`config.mk`:
```
export PLATFORM = sky130hd
export DESIGN_NAME = mem_bus_ctrl
export DESIGN_NICKNAME = d
export VERILOG_FILES = /design/src/rtl/mem_bus_ctrl.sv
export SDC_FILE = /design/constraint.sdc
export NUM_CORES = 1
export LEC_CHECK = 0
export CAP_MARGIN = 15
export CELL_PAD_IN_SITES_DETAIL_PLACEMENT = 0
export CELL_PAD_IN_SITES_GLOBAL_PLACEMENT = 1
export CORE_UTILIZATION = 34
export DETAILED_ROUTE_END_ITERATION = 10
export GPL_ROUTABILITY_DRIVEN = 1
export PLACE_DENSITY = 0.83
export SLEW_MARGIN = 40
export SYNTH_ARGS = -nofsm -noshare
export SYNTH_HDL_FRONTEND = slang
export SYNTH_SLANG_ARGS = --single-unit
```
`constraint.sdc`:
```
create_clock -name clk -period 5.5 [get_ports clk]
set_input_delay 1.1 -clock clk [delete_from_list [all_inputs] [get_ports clk]]
set_output_delay 1.1 -clock clk [all_outputs]
set_load 0.03 [all_outputs]
```
`src/rtl/mem_bus_ctrl.sv`:
```
// rtl/mem_bus_ctrl.sv - single-outstanding request decoder to one synchronous RAM and NUM_PERIPH peripheral regions
module mem_bus_ctrl #(
    parameter int ADDR_W      = 11,
    parameter int DATA_W      = 32,
    parameter int RAM_WORDS   = 1024,
    parameter int NUM_PERIPH  = 2,
    parameter int PERIPH_SPAN = 16,
    parameter int PERIPH_WAIT = 1
) (
    input  logic                                                clk,
    input  logic                                                rst_n,
    input  logic                                                req_valid,
    input  logic                                                req_we,
    input  logic [ADDR_W-1:0]                                   req_addr,
    input  logic [DATA_W-1:0]                                   req_wdata,
    output logic                                                req_ready,
    output logic                                                rsp_valid,
    output logic [DATA_W-1:0]                                   rsp_rdata,
    output logic                                                rsp_err,
    output logic                                                ram_we,
    output logic [((RAM_WORDS > 1) ? $clog2(RAM_WORDS) : 1)-1:0]     ram_addr,
    output logic [DATA_W-1:0]                                   ram_wdata,
    input  logic [DATA_W-1:0]                                   ram_rdata,
    output logic [NUM_PERIPH-1:0]                               per_sel,
    output logic                                                per_we,
    output logic [((PERIPH_SPAN > 1) ? $clog2(PERIPH_SPAN) : 1)-1:0] per_addr,
    output logic [DATA_W-1:0]                                   per_wdata,
    input  logic [NUM_PERIPH*DATA_W-1:0]                        per_rdata
);

    localparam int          RAM_AW    = (RAM_WORDS > 1) ? $clog2(RAM_WORDS) : 1;
    localparam int          PER_AW    = (PERIPH_SPAN > 1) ? $clog2(PERIPH_SPAN) : 1;
    localparam int          SPAN_SH   = $clog2(PERIPH_SPAN);
    localparam int          IDX_W     = (NUM_PERIPH > 1) ? $clog2(NUM_PERIPH) : 1;
    localparam logic [31:0] RAM_END   = 32'(RAM_WORDS);
    localparam logic [31:0] PER_WORDS = 32'(NUM_PERIPH * PERIPH_SPAN);
    localparam logic [3:0]  WAIT_INIT = 4'(PERIPH_WAIT);

    typedef enum logic [2:0] {
        IDLE    = 3'd0,
        RAM_ACC = 3'd1,
        RAM_CAP = 3'd2,
        PER_ACC = 3'd3,
        RESP    = 3'd4
    } state_t;

    state_t              state_q, state_d;
    logic [3:0]          cnt_q, cnt_d;
    logic                we_q, we_d;
    logic [IDX_W-1:0]    idx_q, idx_d;
    logic                req_ready_q, req_ready_d;
    logic                ram_we_q, ram_we_d;
    logic [RAM_AW-1:0]   ram_addr_q, ram_addr_d;
    logic [DATA_W-1:0]   ram_wdata_q, ram_wdata_d;
    logic [NUM_PERIPH-1:0] per_sel_q, per_sel_d;
    logic                per_we_q, per_we_d;
    logic [PER_AW-1:0]   per_addr_q, per_addr_d;
    logic [DATA_W-1:0]   per_wdata_q, per_wdata_d;
    logic                rsp_valid_q, rsp_valid_d;
    logic                rsp_err_q, rsp_err_d;
    logic [DATA_W-1:0]   rsp_rdata_q, rsp_rdata_d;

    logic [31:0]           addr_ext;
    logic [31:0]           per_off;
    logic                  hit_ram;
    logic                  hit_per;
    logic [IDX_W-1:0]      hit_idx;
    logic [NUM_PERIPH-1:0] hit_onehot;
    logic [DATA_W-1:0]     per_rdata_sel;

    // Address decode of the incoming request: RAM, peripheral k, or unmapped
    always_comb begin
        addr_ext = 32'(req_addr);
        per_off  = addr_ext - RAM_END;
        hit_ram  = addr_ext < RAM_END;
        hit_per  = !hit_ram && (per_off < PER_WORDS);
        hit_idx  = IDX_W'(per_off >> SPAN_SH);
        for (int k = 0; k < NUM_PERIPH; k++) begin
            hit_onehot[k] = (hit_idx == IDX_W'(k));
        end
    end

    // Read-data slice of the peripheral latched at acceptance
    always_comb begin
        per_rdata_sel = '0;
        for (int k = 0; k < NUM_PERIPH; k++) begin
            if (idx_q == IDX_W'(k)) begin
                per_rdata_sel = per_rdata[k*DATA_W +: DATA_W];
            end
        end
    end

    // Next-state and next-output computation; strobes default low every cycle
    always_comb begin
        state_d     = state_q;
        cnt_d       = cnt_q;
        we_d        = we_q;
        idx_d       = idx_q;
        req_ready_d = 1'b0;
        ram_we_d    = 1'b0;
        ram_addr_d  = ram_addr_q;
        ram_wdata_d = ram_wdata_q;
        per_sel_d   = '0;
        per_we_d    = 1'b0;
        per_addr_d  = per_addr_q;
        per_wdata_d = per_wdata_q;
        rsp_valid_d = 1'b0;
        rsp_err_d   = 1'b0;
        rsp_rdata_d = rsp_rdata_q;

        case (state_q)
            IDLE: begin
                req_ready_d = 1'b1;
                if (req_valid && req_ready_q) begin
                    req_ready_d = 1'b0;
                    we_d        = req_we;
                    if (hit_ram) begin
                        state_d     = RAM_ACC;
                        ram_we_d    = req_we;
                        ram_addr_d  = RAM_AW'(req_addr);
                        ram_wdata_d = req_wdata;
                    end else if (hit_per) begin
                        state_d     = PER_ACC;
                        cnt_d       = WAIT_INIT;
                        idx_d       = hit_idx;
                        per_sel_d   = hit_onehot;
                        per_addr_d  = PER_AW'(per_off);
                        per_wdata_d = req_wdata;
                        // With no wait states the single access cycle is also the last one
                        per_we_d    = req_we && (WAIT_INIT == 4'd0);
                    end else begin
                        state_d     = RESP;
                        rsp_valid_d = 1'b1;
                        rsp_err_d   = 1'b1;
                        rsp_rdata_d = '0;
                    end
                end
            end
            RAM_ACC: begin
                state_d = RAM_CAP;
            end
            RAM_CAP: begin
                state_d     = RESP;
                rsp_valid_d = 1'b1;
                rsp_rdata_d = we_q ? '0 : ram_rdata;
            end
            PER_ACC: begin
                if (cnt_q == 4'd0) begin
                    state_d     = RESP;
                    rsp_valid_d = 1'b1;
                    rsp_rdata_d = we_q ? '0 : per_rdata_sel;
                end else begin
                    cnt_d     = cnt_q - 4'd1;
                    per_sel_d = per_sel_q;
                    per_we_d  = we_q && (cnt_q == 4'd1);
                end
            end
            RESP: begin
                state_d     = IDLE;
                req_ready_d = 1'b1;
            end
            default: begin
                state_d = IDLE;
            end
        endcase
    end

    // State and registered outputs; reset clears everything and aborts any access
    always_ff @(posedge clk or negedge rst_n) begin
        if (!rst_n) begin
            state_q     <= IDLE;
            cnt_q       <= 4'd0;
            we_q        <= 1'b0;
            idx_q       <= '0;
            req_ready_q <= 1'b0;
            ram_we_q    <= 1'b0;
            ram_addr_q  <= '0;
            ram_wdata_q <= '0;
            per_sel_q   <= '0;
            per_we_q    <= 1'b0;
            per_addr_q  <= '0;
            per_wdata_q <= '0;
            rsp_valid_q <= 1'b0;
            rsp_err_q   <= 1'b0;
            rsp_rdata_q <= '0;
        end else begin
            state_q     <= state_d;
            cnt_q       <= cnt_d;
            we_q        <= we_d;
            idx_q       <= idx_d;
            req_ready_q <= req_ready_d;
            ram_we_q    <= ram_we_d;
            ram_addr_q  <= ram_addr_d;
            ram_wdata_q <= ram_wdata_d;
            per_sel_q   <= per_sel_d;
            per_we_q    <= per_we_d;
            per_addr_q  <= per_addr_d;
            per_wdata_q <= per_wdata_d;
            rsp_valid_q <= rsp_valid_d;
            rsp_err_q   <= rsp_err_d;
            rsp_rdata_q <= rsp_rdata_d;
        end
    end

    assign req_ready = req_ready_q;
    assign rsp_valid = rsp_valid_q;
    assign rsp_err   = rsp_err_q;
    assign rsp_rdata = rsp_rdata_q;
    assign ram_we    = ram_we_q;
    assign ram_addr  = ram_addr_q;
    assign ram_wdata = ram_wdata_q;
    assign per_sel   = per_sel_q;
    assign per_we    = per_we_q;
    assign per_addr  = per_addr_q;
    assign per_wdata = per_wdata_q;

endmodule

```
## Word-level counts from Yosys, hierarchy flattened

Index checks and enable logic that the tools add are counted.

| storage, ports and cells | value |
|---|---|
| output and inout bits | 117 |
| word-level logic and storage cells | 82 |
| register bits | 126 |
| input bits | 143 |

| operators by class | value |
|---|---|
| equal/unequal tests | 11 |
| $add $sub $neg | 2 |
| bitwise logic cells | 2 |
| $lt $le $gt $ge | 2 |
| multiplexer cells | 36 |
| reduce and logical (&&, ||, !) cells | 14 |

Operator list:

| cell | number |
|---|---|
| 2-to-1 mux 32 bit | 7 |
| case mux 32 bit (3 select lines) | 1 |
| < comparator 32 x 6 -> 1 bit (second input constant) | 1 |
| 2-to-1 mux 4 bit | 4 |
| 2-to-1 mux 3 bit | 4 |
| inequality test 2 bit (second input constant) | 6 |
| case mux 3 bit (4 select lines) | 1 |
| subtractor 11 x 11 -> 12 bit (second input constant) | 1 |
| < comparator 11 bit (second input constant) | 1 |
| 2-to-1 mux 1 bit | 11 |
| AND reduction 5 bit | 2 |
| 2-to-1 mux 2 bit | 4 |
| case mux 4 bit (2 select lines) | 1 |
| equality test 3 x 2 -> 1 bit (second input constant) | 2 |
| equality test 4 x 1 -> 1 bit (second input constant) | 1 |
| logical NOT 4 bit | 1 |
| case mux 2 bit (2 select lines) | 1 |
| AND reduction 2 bit | 2 |
| AND reduction 4 bit | 1 |
| subtractor 4 x 1 -> 4 bit (second input constant) | 1 |
| equality test 3 x 1 -> 1 bit (second input constant) | 1 |
| equality test 3 bit (second input constant) | 1 |
| logical AND 1 bit | 3 |
| logical NOT 3 bit | 1 |
| 7 further kinds | 8 |

## Depth between registers and ports, before layout

Gate-level depths: netlist (run 1).

| depth | value |
|---|---|
| depth in word-level cells | 7 |
| depth in mapped cells | 6 |
| mapped depth without buffers | 6 |

## Worst setup path before layout (run 1)

No wires, ideal clock.

| path | value |
|---|---|
| path type | input -> register |
| start | in req_addr[9] |
| end | reg per_addr_q[0] (netlist: per_addr[0]) |
| data arrival time | 2.541 ns |
| data required time | 5.375 ns |
| cell stages on the path | 6 |
| library setup time | 0.125 ns |
| path slack | 2.834 ns |
| path through | or4_1 nor2_1 and3_1 buf_4 buf_4 mux2_2 |

| between the ends | value |
|---|---|
| longest elaborated chain between the ends | 4 |
| elaborated cells between the ends (all ways) | 7 |
| classes of those cells | add/sub (1); order compare (2); bitwise (1); reduce/logical (3) |

Ends and longest elaborated chain:

| what | line | RTL |
|---|---|---|
| start: declaration | 14 | `input logic [ADDR_W-1:0] req_addr,` |
| subtractor 11 x 11 -> 12 bit or < comparator 11 bit (tied branches) | 74, 75 |  |
| < comparator 32 x 6 -> 1 bit or logical NOT 1 bit (tied branches) | 76 | `hit_per = !hit_ram && (per_off < PER_WORDS);` |
| logical AND 1 bit | 76 |  |
| AND reduction 4 bit (no line) * | - |  |
| end signal: assignment | 197 | `per_addr_q <= per_addr_d;` |
| end: declaration | 57 | `logic [PER_AW-1:0] per_addr_q, per_addr_d;` |

Mark *: on every way between the ends. The rest lies on a longest branch, timed or not.
A chain may end at the register's enable or synchronous reset.

## Worst setup path in the final report (run 1)

| path | value |
|---|---|
| start | in req_valid |
| end | reg ram_wdata_q[10] (netlist: ram_wdata[10]) |

| between the ends | value |
|---|---|
| longest elaborated chain between the ends | 2 |

Ends and longest elaborated chain:

| what | line | RTL |
|---|---|---|
| start: declaration | 12 | `input logic req_valid,` |
| logical AND 1 bit | 114 | `if (req_valid && req_ready_q) begin` |
| AND reduction 3 bit (no line) | - |  |
| end signal: assignment | 194 | `ram_wdata_q <= ram_wdata_d;` |
| end: declaration | 54 | `logic [DATA_W-1:0] ram_wdata_q, ram_wdata_d;` |

No other way between the ends.

==> results.yml, run 1 <==
status:
  outcome: "finished, final reports clean"
placed_design:
  io_buffers: 259
  dp_hpwl_microns: 11300
  routabilityCongestion: 0.740
yosys:
  ys_seq_area_frac: 0.561
  ys_warn_count: 0
  syn-instance-count: 414
  synth_nets: 560
  syn_area_sq_mm: 0.00562
  yosys_register_bits: 126
  synth.avg_cell_area_sq_um: 13.6
  post_synth_num_cell_types: 33
final_layout:
  final_common_cell: "clkdlybuf4s50_1"
  mostFrequentLayoutCells: "258 x clkdlybuf4s50_1, 125 x dfrtp_1, 114 x mux2_2"
  layout.nets: 817
  drive_above_1_share: 0.231
  syn2layout_area_growth_pct: 58.9
  diodes: 0
sta:
  rsz0062_at_grt: "false"
  period_minus_slack_ns: 3.27
  hold_violations: 0
  drv_slew: 0
  timing.fmax_mhz: 306
  fin_crit_sh: 0.594
  slew-limit-headroom: 0.529
  final.setup.tns_ns: 0
  finalSetupViolCount: 0
  fin_skew_ns: 0.00536
  worst_slew_pin_slew_ns: 0.707
  fin_hold_ws_ns: 0.481
worst_setup_path:
  critPathSlowestCell: "or4_1"
  path_cells: "clkdlybuf4s50_1, nand2_1, or4_1, nor2_4, buf_4, mux2_2"
  arrival_ns: 3.56
  critPathMaxFanout: 31
  critical_path_required_ns: 5.80
  end_kind: "register"
  critical_path_buf_inv_count: 2
  max_stage_delay_ns: 0.57
  cp-start-kind: "input pin"
  critPathTopFamily: "simple AND/OR/NAND/NOR gates"
  critical_path_class: "input pin to register"
worst_hold_path:
  min_path_type: "register to register"
clock_tree:
  cts_buffer_depth: 2
  post_cts_resized: 0
  cts_tree: "yes"
  path_clk_slew_ns: 0.06
  clk_latency_ns: 0.41
  cts_num_sinks: 126
  postCtsSetupBuffers: 0
  cts-root-buf: "clkbuf_16"
  numCtsBuffers: 17
  htree_levels: 4
  cts_hold_buffers: 0
route:
  wire_per_inst_microns: 17.1
  antenna_left: 0
  drc: 0
  vias_per_cell: 4.82
  drt_iter0_markers: 97
  firstDrtPassIters: 6
  vias: 4329
  drt-total-wl_microns: 15400
die:
  core_sq_mm: 0.0160
  initial_core_util: 0.351
  die_w_microns: 131
  die_area_sq_mm: 0.0170
  num_rows: 46
  die_y_microns: 131
  ios: 260
run:
  maxCapViolCount: 0
grt:
  grt_antenna_before_repair: 0
  gr-total-overflow: 0
  grt.total_usage: 0.182
  grt_pass1_wl_microns: 23400
  grt_start_max_net_pins: 79
  grt_pass1_vias: 4658
pwr:
  p_leak_nw: 3.82
  vdd_drop_max_mv: 0.335
  pwr_density_cell_mw_per_mm2: 479
  power.total_mw: 4.28
cell usage after synthesis:
master / count / area share
a21oi_1: 1 / 0.00089
a22o_1: 2 / 0.0031
a22oi_1: 32 / 0.043
a31oi_1: 1 / 0.0011
a32oi_1: 1 / 0.0016
and2_1: 2 / 0.0022
and3_1: 1 / 0.0011
and3b_1: 1 / 0.0016
buf_2: 2 / 0.0018
buf_4: 9 / 0.012
buf_6: 3 / 0.0060
clkbuf_1: 14 / 0.0094
dfrtp_1: 126 / 0.56
ha_1: 3 / 0.0067
inv_1: 3 / 0.0020
mux2_1: 29 / 0.058
mux2_2: 114 / 0.23
nand2_1: 8 / 0.0053
nand3_1: 5 / 0.0045
nand4_1: 1 / 0.0011
nor2_1: 41 / 0.027
nor2_4: 1 / 0.0020
nor3_1: 1 / 0.00089
nor3b_1: 1 / 0.0013
nor4_1: 1 / 0.0011
o21a_1: 2 / 0.0027
o21ai_0: 1 / 0.00089
o21ai_2: 1 / 0.0016
o21ai_4: 1 / 0.0029
o22ai_1: 1 / 0.0011
or3b_2: 1 / 0.0016
or4_1: 2 / 0.0027
xor2_1: 2 / 0.0031
flip-flops by register name, summed over array words and instances, names as in the netlist:
register,count
cnt_q,4
idx_q,1
per_addr,4
per_sel,2
per_wdata,32
per_we,1
ram_addr,10
ram_wdata,32
ram_we,1
req_ready,1
rsp_err,1
rsp_rdata,32
rsp_valid,1
state_q,3
we_q,1
layout make-up:
type	count	area [sq um]
Clock buffer	20	447
Sequential cell	126	3150
Tap cell	216	270
Fill cell	1402	7070
Multi-Input combinational cell	257	2300
Clock inverter	11	93.8
Inverter	3	11.3
Timing Repair Buffer	266	2650
report_power, final:
part / internal [mW] / total (mW) / switching [mW]
clock network: 0.626 / 1.02 / 0.395
logic: 0.861 / 1.83 / 0.964
registers: 1.22 / 1.43 / 0.212
total: 2.71 / 4.28 / 1.57
path summary, 6_finish.rpt:
path                                           start  cells after the start                         to  slack (ns)
hold reg to reg            rsp_rdata[14]$_DFFE_PN0P_                      1  rsp_rdata[14]$_DFFE_PN0P_        0.48
max in group asynchronous                      rst_n                      2           we_q$_DFFE_PN0P_        4.15
setup reg to reg              state_q[2]$_DFFE_PN0P_                      4  ram_wdata[10]$_DFFE_PN0P_        2.93
min in group asynchronous                      rst_n                      2   per_wdata[3]$_DFFE_PN0P_        0.78
setup / recovery                           req_valid                      6  ram_wdata[10]$_DFFE_PN0P_        2.23
hold / removal             rsp_rdata[14]$_DFFE_PN0P_                      1  rsp_rdata[14]$_DFFE_PN0P_        0.48
metal layers:
layer	wire length, microns	global-route usage	up-vias
met5	0	0	-
met4	310	0.0798	0
met2	7340	0.314	208
met3	1940	0.0912	22
met1	5790	0.186	2098
li1	-	-	2001
cells by family after synthesis:
| kind of cell | synth area share |
|---|---|
| xor gates and xnor gates | 0.00312 |
| muxes | 0.287 |
| and+or+nand+nor | 0.0528 |
| adders and majority gates | 0.00668 |
| DFF | 0.561 |
| AOI/OAI and AO/OA | 0.0586 |
| buffers and inverters | 0.0312 |
metrics by stage:
| stage | setup WS (ns) | util | instance area, sq um | std cells |
|---|---|---|---|---|
| floorplan | 2.83 | - | 5620 | 414 |
| global placement | 1.76 | 0.523 | 8370 | 867 |
| detailed placement | 1.82 | 0.524 | 8390 | 868 |
| CTS | 2.25 | 0.558 | 8930 | 899 |
| global route | 2.15 | 0.558 | 8930 | 899 |
| finish | 2.23 | 0.558 | 8930 | 899 |
No activity file was read; power rests on OpenSTA's default activity.
==> run 2: changes to the inputs <==
CORE_UTILIZATION = 29   (was 34)
PLACE_DENSITY = 0.75   (was 0.83)
clock period = 2.7 ns   (was 5.5 ns; I/O delays follow)
==> run 2 against run 1 <==
Against the previous run: sequential power increased by 98%; core utilization fell by 7.0 points; largest cell class unchanged; routed wire length grew 1.0%; sequential share of layout area down 1.0 points; combinational power increased by 110%; highest routed layer unchanged; largest power group unchanged.
==> results.yml, run 2 (synthesized netlist as in run 1, its figures left out) <==
status:
  outcome: "finished, final reports clean"
worst_setup_path:
  cp-start-kind: "input pin"
  rrSetupSlack_ns: 0.57
  critical_path_class: "input pin to register"
  end_kind: "register"
  critPathMaxFanout: 21
  timing.rr.end: "rsp_rdata[31]$_DFFE_PN0P_"
  arrival_ns: 2.51
  rr_startpoint: "state_q[2]$_DFFE_PN0P_"
  crit_path_end: "per_wdata[23]$_DFFE_PN0P_"
  cp-startpoint: "req_addr[9]"
  critical_path_required_ns: 2.99
  reg2regPathDepth: 4
clock_tree:
  cts_num_sinks: 126
  clk_latency_ns: 0.41
  post_cts_resized: 0
  postCtsSetupBuffers: 0
  cts_hold_buffers: 0
  cts_tree: "yes"
  cts-root-buf: "clkbuf_16"
  cts_buffer_depth: 2
  htree_levels: 4
  numCtsBuffers: 17
  path_clk_slew_ns: 0.06
worst_hold_path:
  min_path_type: "input pin to async pin"
pwr:
  seq_power_share: 0.312
  vdd_drop_max_mv: 0.579
  power.switching_mw: 3.19
  swShare: 0.352
  clkPwrFrac: 0.263
  pwr_density_cell_mw_per_mm2: 987
  internal_power_mw: 5.88
  p_leak_nw: 3.92
  power.total_mw: 9.07
  p_comb_frac: 0.425
sta:
  hold_violations: 0
  drv_slew: 0
  rsz0062_at_grt: "false"
  fin_skew_ns: 0.00730
  finalSetupViolCount: 0
  final.setup.tns_ns: 0
  worst_slew_pin_slew_ns: 0.643
  fin_hold_ws_ns: 0.138
  timing.fmax_mhz: 450
  fin_crit_sh: 0.822
  slew-limit-headroom: 0.572
  period_minus_slack_ns: 2.22
  fin_ws_ns: 0.479
final_layout:
  fin_cells: 951
  mostFrequentLayoutCells: "258 x clkdlybuf4s50_1, 126 x dfrtp_1, 114 x mux2_2"
  diodes: 0
  final_cell_area_sq_mm: 0.00919
  final_common_cell: "clkdlybuf4s50_1"
  drive_above_1_share: 0.239
  layout.nets: 825
  syn2layout_area_growth_pct: 63.5
  final_util: 0.488
placed_design:
  routabilityCongestion: 0.732
  io_buffers: 259
  place_inst: 920
  placed_cell_area_sq_mm: 0.00856
  place_ws_ns: 0.0464
  dp_hpwl_microns: 11700
die:
  ios: 260
  num_rows: 50
  die_w_microns: 141
  core_sq_mm: 0.0188
  initial_core_util: 0.298
  die_y_microns: 141
  die_area_sq_mm: 0.0199
route:
  antenna_left: 0
  vias_per_cell: 4.55
  drc: 0
  drt-total-wl_microns: 15500
  wire_per_inst_microns: 16.3
  drt_iter0_markers: 118
  vias: 4326
  firstDrtPassIters: 6
grt:
  gr-total-overflow: 0
  grt_antenna_before_repair: 0
  grt_pass1_wl_microns: 24500
  grt_start_max_net_pins: 49
  grt_pass1_vias: 4699
  grt.total_usage: 0.159
run:
  maxCapViolCount: 0
==> run 2: changes by cell type in the layout (fill, tap and decap cells not counted), moves of 2 or more <==
cell,change
bufinv_16,+3
buf_12,+6
clkinv_4,+2
clkinv_2,-3
clkinvlp_4,-2
buf_4,+4
==> run 2: cell type report <==
cell class	instances	area (sq um)
fill	1649	9640
sequential	126	3150
timing repair buffer	274	2780
multi-input combinational	257	2300
clock buffer	21	460
tap	260	325
clock inverter	10	163
inverter	3	11.3
==> run 2: layer usage <==
| metal | wire (microns) | track usage |
|---|---|---|
| met4 | 198 | 0.0578 |
| met2 | 7380 | 0.260 |
| met1 | 6050 | 0.176 |
| met3 | 1910 | 0.0812 |
| met5 | 0 | 0 |
==> run 2: worst min-delay path by stage <==
| stage | startpoint | to | slack, ns |
|---|---|---|---|
| 2_1_floorplan | rst_n | cnt_q[0]$_DFFE_PN0P_ | 0.24 |
| 5_1_grt | rst_n | per_wdata[5]$_DFFE_PN0P_ | 0.19 |
| 3_5_place_dp | rsp_rdata[24]$_DFFE_PN0P_ | rsp_rdata[24]$_DFFE_PN0P_ | 0.47 |
| 4_1_cts | rst_n | ram_wdata[24]$_DFFE_PN0P_ | 0.16 |
| 3_3_place_gp | rsp_rdata[20]$_DFFE_PN0P_ | rsp_rdata[20]$_DFFE_PN0P_ | 0.47 |
| 6_report | rst_n | ram_wdata[24]$_DFFE_PN0P_ | 0.14 |
==> run 2: worst max-delay path, stage by stage <==
cell             delay (ns)
clkdlybuf4s50_1        0.43
or4_1                  0.57
nor2_1                 0.14
and3_2                 0.28
buf_12                 0.19
mux2_2                 0.36
==> run 2: power by group through the flow <==
stage	sequential [mW]	clock [mW]	combinational [mW]
after floorplan	3.90	0	1.12
after global placement	2.82	0	3.84
after detailed placement	2.86	0	3.89
after CTS	2.84	2.47	3.91
after global routing	2.91	2.55	4.07
final	2.83	2.39	3.85
==> run 3: changes to the inputs <==
clock period = 1.9 ns   (was 2.7 ns; I/O delays follow)
==> run 3 against run 2 <==
Against the previous run: setup slack worse by 0.45 ns; highest routed layer unchanged; critical path depth down 2; routed wire length up 5.6%; clock power up 32%; critical endpoint is now rsp_rdata[29]$_DFFE_PN0P_; sequential power up 41%; global-route usage up 0.96 points; non-clock buffer count up 25; first-iteration DRC count down 25%; sequential cell count unchanged; sequential share of layout area down 1.2 points; final area up 3.7%.
==> results.yml, run 3 (synthesized netlist as in run 1, its figures left out) <==
status:
  outcome: "finished, final reports clean"
placed_design:
  routabilityCongestion: 0.771
  io_buffers: 259
  dp_hpwl_microns: 12100
  place_inst: 931
pwr:
  vdd_drop_max_mv: 1.16
  pwr_density_cell_mw_per_mm2: 1340
  p_leak_nw: 4.36
  clkPwrFrac: 0.246
  power.switching_mw: 4.76
  power.total_mw: 12.8
  p_comb_frac: 0.442
  internal_power_mw: 8.05
  seq_power_share: 0.312
  swShare: 0.372
grt:
  grtUsageMet2: 0.293
  grt.total_usage: 0.168
  grt_antenna_before_repair: 0
  gr-total-overflow: 0
  grt_start_max_net_pins: 43
  grt_pass1_wl_microns: 25500
  grt_pass1_vias: 4883
  met3_usage: 0.0927
  met1_usage: 0.174
  top_usage_layer: "met2"
sta:
  fin_hold_ws_ns: 0.325
  fin_crit_sh: 0.986
  slew-limit-headroom: 0.743
  drv_slew: 0
  finalSetupViolCount: 0
  fin_skew_ns: 0.00817
  period_minus_slack_ns: 1.87
  rsz0062_at_grt: "true"
  hold_violations: 0
  worst_slew_pin_slew_ns: 0.384
  timing.fmax_mhz: 534
worst_setup_path:
  end_kind: "register"
  path_cells: "or4_4, o21ai_4, buf_12, mux2_1"
  critPathMaxFanout: 33
  critical_path_class: "register to register"
  max_stage_delay_ns: 0.60
  critical_path_required_ns: 2.19
  reg2regPathDepth: 4
  critPathSlowestCell: "or4_4"
  arrival_ns: 2.16
  cp-start-kind: "register"
worst_hold_path:
  min_path_cells: 2
  min_path_type: "input pin to register"
final_layout:
  mostFrequentLayoutCells: "231 x clkdlybuf4s50_1, 125 x dfrtp_1, 113 x mux2_2"
  drive_above_1_share: 0.276
  final_util: 0.506
  fin_cells: 977
  multiInputGateArea_sq_mm: 0.00234
  syn2layout_area_growth_pct: 69.6
  final_common_cell: "clkdlybuf4s50_1"
  fillers: 1645
  diodes: 0
  seqCellArea_sq_mm: 0.00315
  layout.nets: 850
die:
  die_y_microns: 141
  initial_core_util: 0.298
  ios: 260
  core_sq_mm: 0.0188
  die_w_microns: 141
  num_rows: 50
  die_area_sq_mm: 0.0199
route:
  drc: 0
  drt_iter0_markers: 89
  firstDrtPassIters: 4
  wire_per_inst_microns: 16.8
  antenna_left: 0
  vias: 4464
  vias_per_cell: 4.57
  drt-total-wl_microns: 16400
clock_tree:
  path_clk_slew_ns: 0.06
  cts_num_sinks: 126
  htree_levels: 4
  clk_latency_ns: 0.42
  cts_buffer_depth: 2
  cts-root-buf: "clkbuf_16"
  cts_tree: "yes"
  numCtsBuffers: 17
run:
  maxCapViolCount: 0
run 3: metal layers:
metal / vias up / part of all wire
met5: - / 0
met4: 0 / 0.0080
met3: 9 / 0.13
met2: 207 / 0.50
met1: 2168 / 0.37
li1: 2080 / -
run 3: repair_timing:
item / in CTS / in global routing
buffers inserted: 11 / 1
hold endpoints to repair: 21 / 0
setup endpoints to repair: 113 / 79
hold buffers: 1 / 0
cloned: 2 / 0
pin swaps: 5 / 5
gates resized for setup: 17 / 28
run 3: through the flow:
stage / setup slack [ns] / TNS (ns) / area [sq um]
after floorplan: -0.00423 / -0.0973 / 5650
after global placement: -0.530 / -56.42 / 8680
after detailed placement: -0.565 / -59.85 / 8680
after CTS: -0.00405 / -0.0137 / 9480
after global routing: -0.0350 / -0.548 / 9530
final: 0.0273 / 0 / 9530
run 3: power by group through the flow:
| stage | Combinational (mW) | Sequential (mW) | Clock, mW |
|---|---|---|---|
| floorplan | 1.59 | 5.55 | 0 |
| global placement | 5.59 | 3.99 | 0 |
| detailed placement | 5.65 | 4.04 | 0 |
| CTS | 5.72 | 4.01 | 3.25 |
| global route | 5.97 | 4.12 | 3.37 |
| finish | 5.66 | 4.00 | 3.16 |
run 3: critical path, delay by kind of cell (launching register included):
family          cells  cell delay [ns]
simple gates        1             0.60
flops               1             0.40
mux                 1             0.34
buf+inv             1             0.22
compound gates      1             0.17
run 3: area by class of cell:
class / count / share of cell area
well taps: 260 / 0.0341
inverters: 3 / 0.00118
multi-input cells: 257 / 0.246
clock inverters: 14 / 0.0154
repair buffers: 299 / 0.327
flip-flops and latches: 126 / 0.331
clock buffers: 18 / 0.0450
run 3: path summary, 6_finish.rpt:
kind | from | to | slack, ns
max | state_q[2]$_DFFE_PN0P_ | rsp_rdata[29]$_DFFE_PN0P_ | 0.03
min | req_addr[9] | ram_addr[9]$_DFFE_PN0P_ | 0.32
max reg2reg | state_q[2]$_DFFE_PN0P_ | rsp_rdata[29]$_DFFE_PN0P_ | 0.03
min reg2reg | rsp_rdata[14]$_DFFE_PN0P_ | rsp_rdata[14]$_DFFE_PN0P_ | 0.48
max in group asynchronous | rst_n | req_ready$_DFF_PN0_ | 0.86
min in group asynchronous | rst_n | ram_wdata[24]$_DFFE_PN0P_ | 0.43
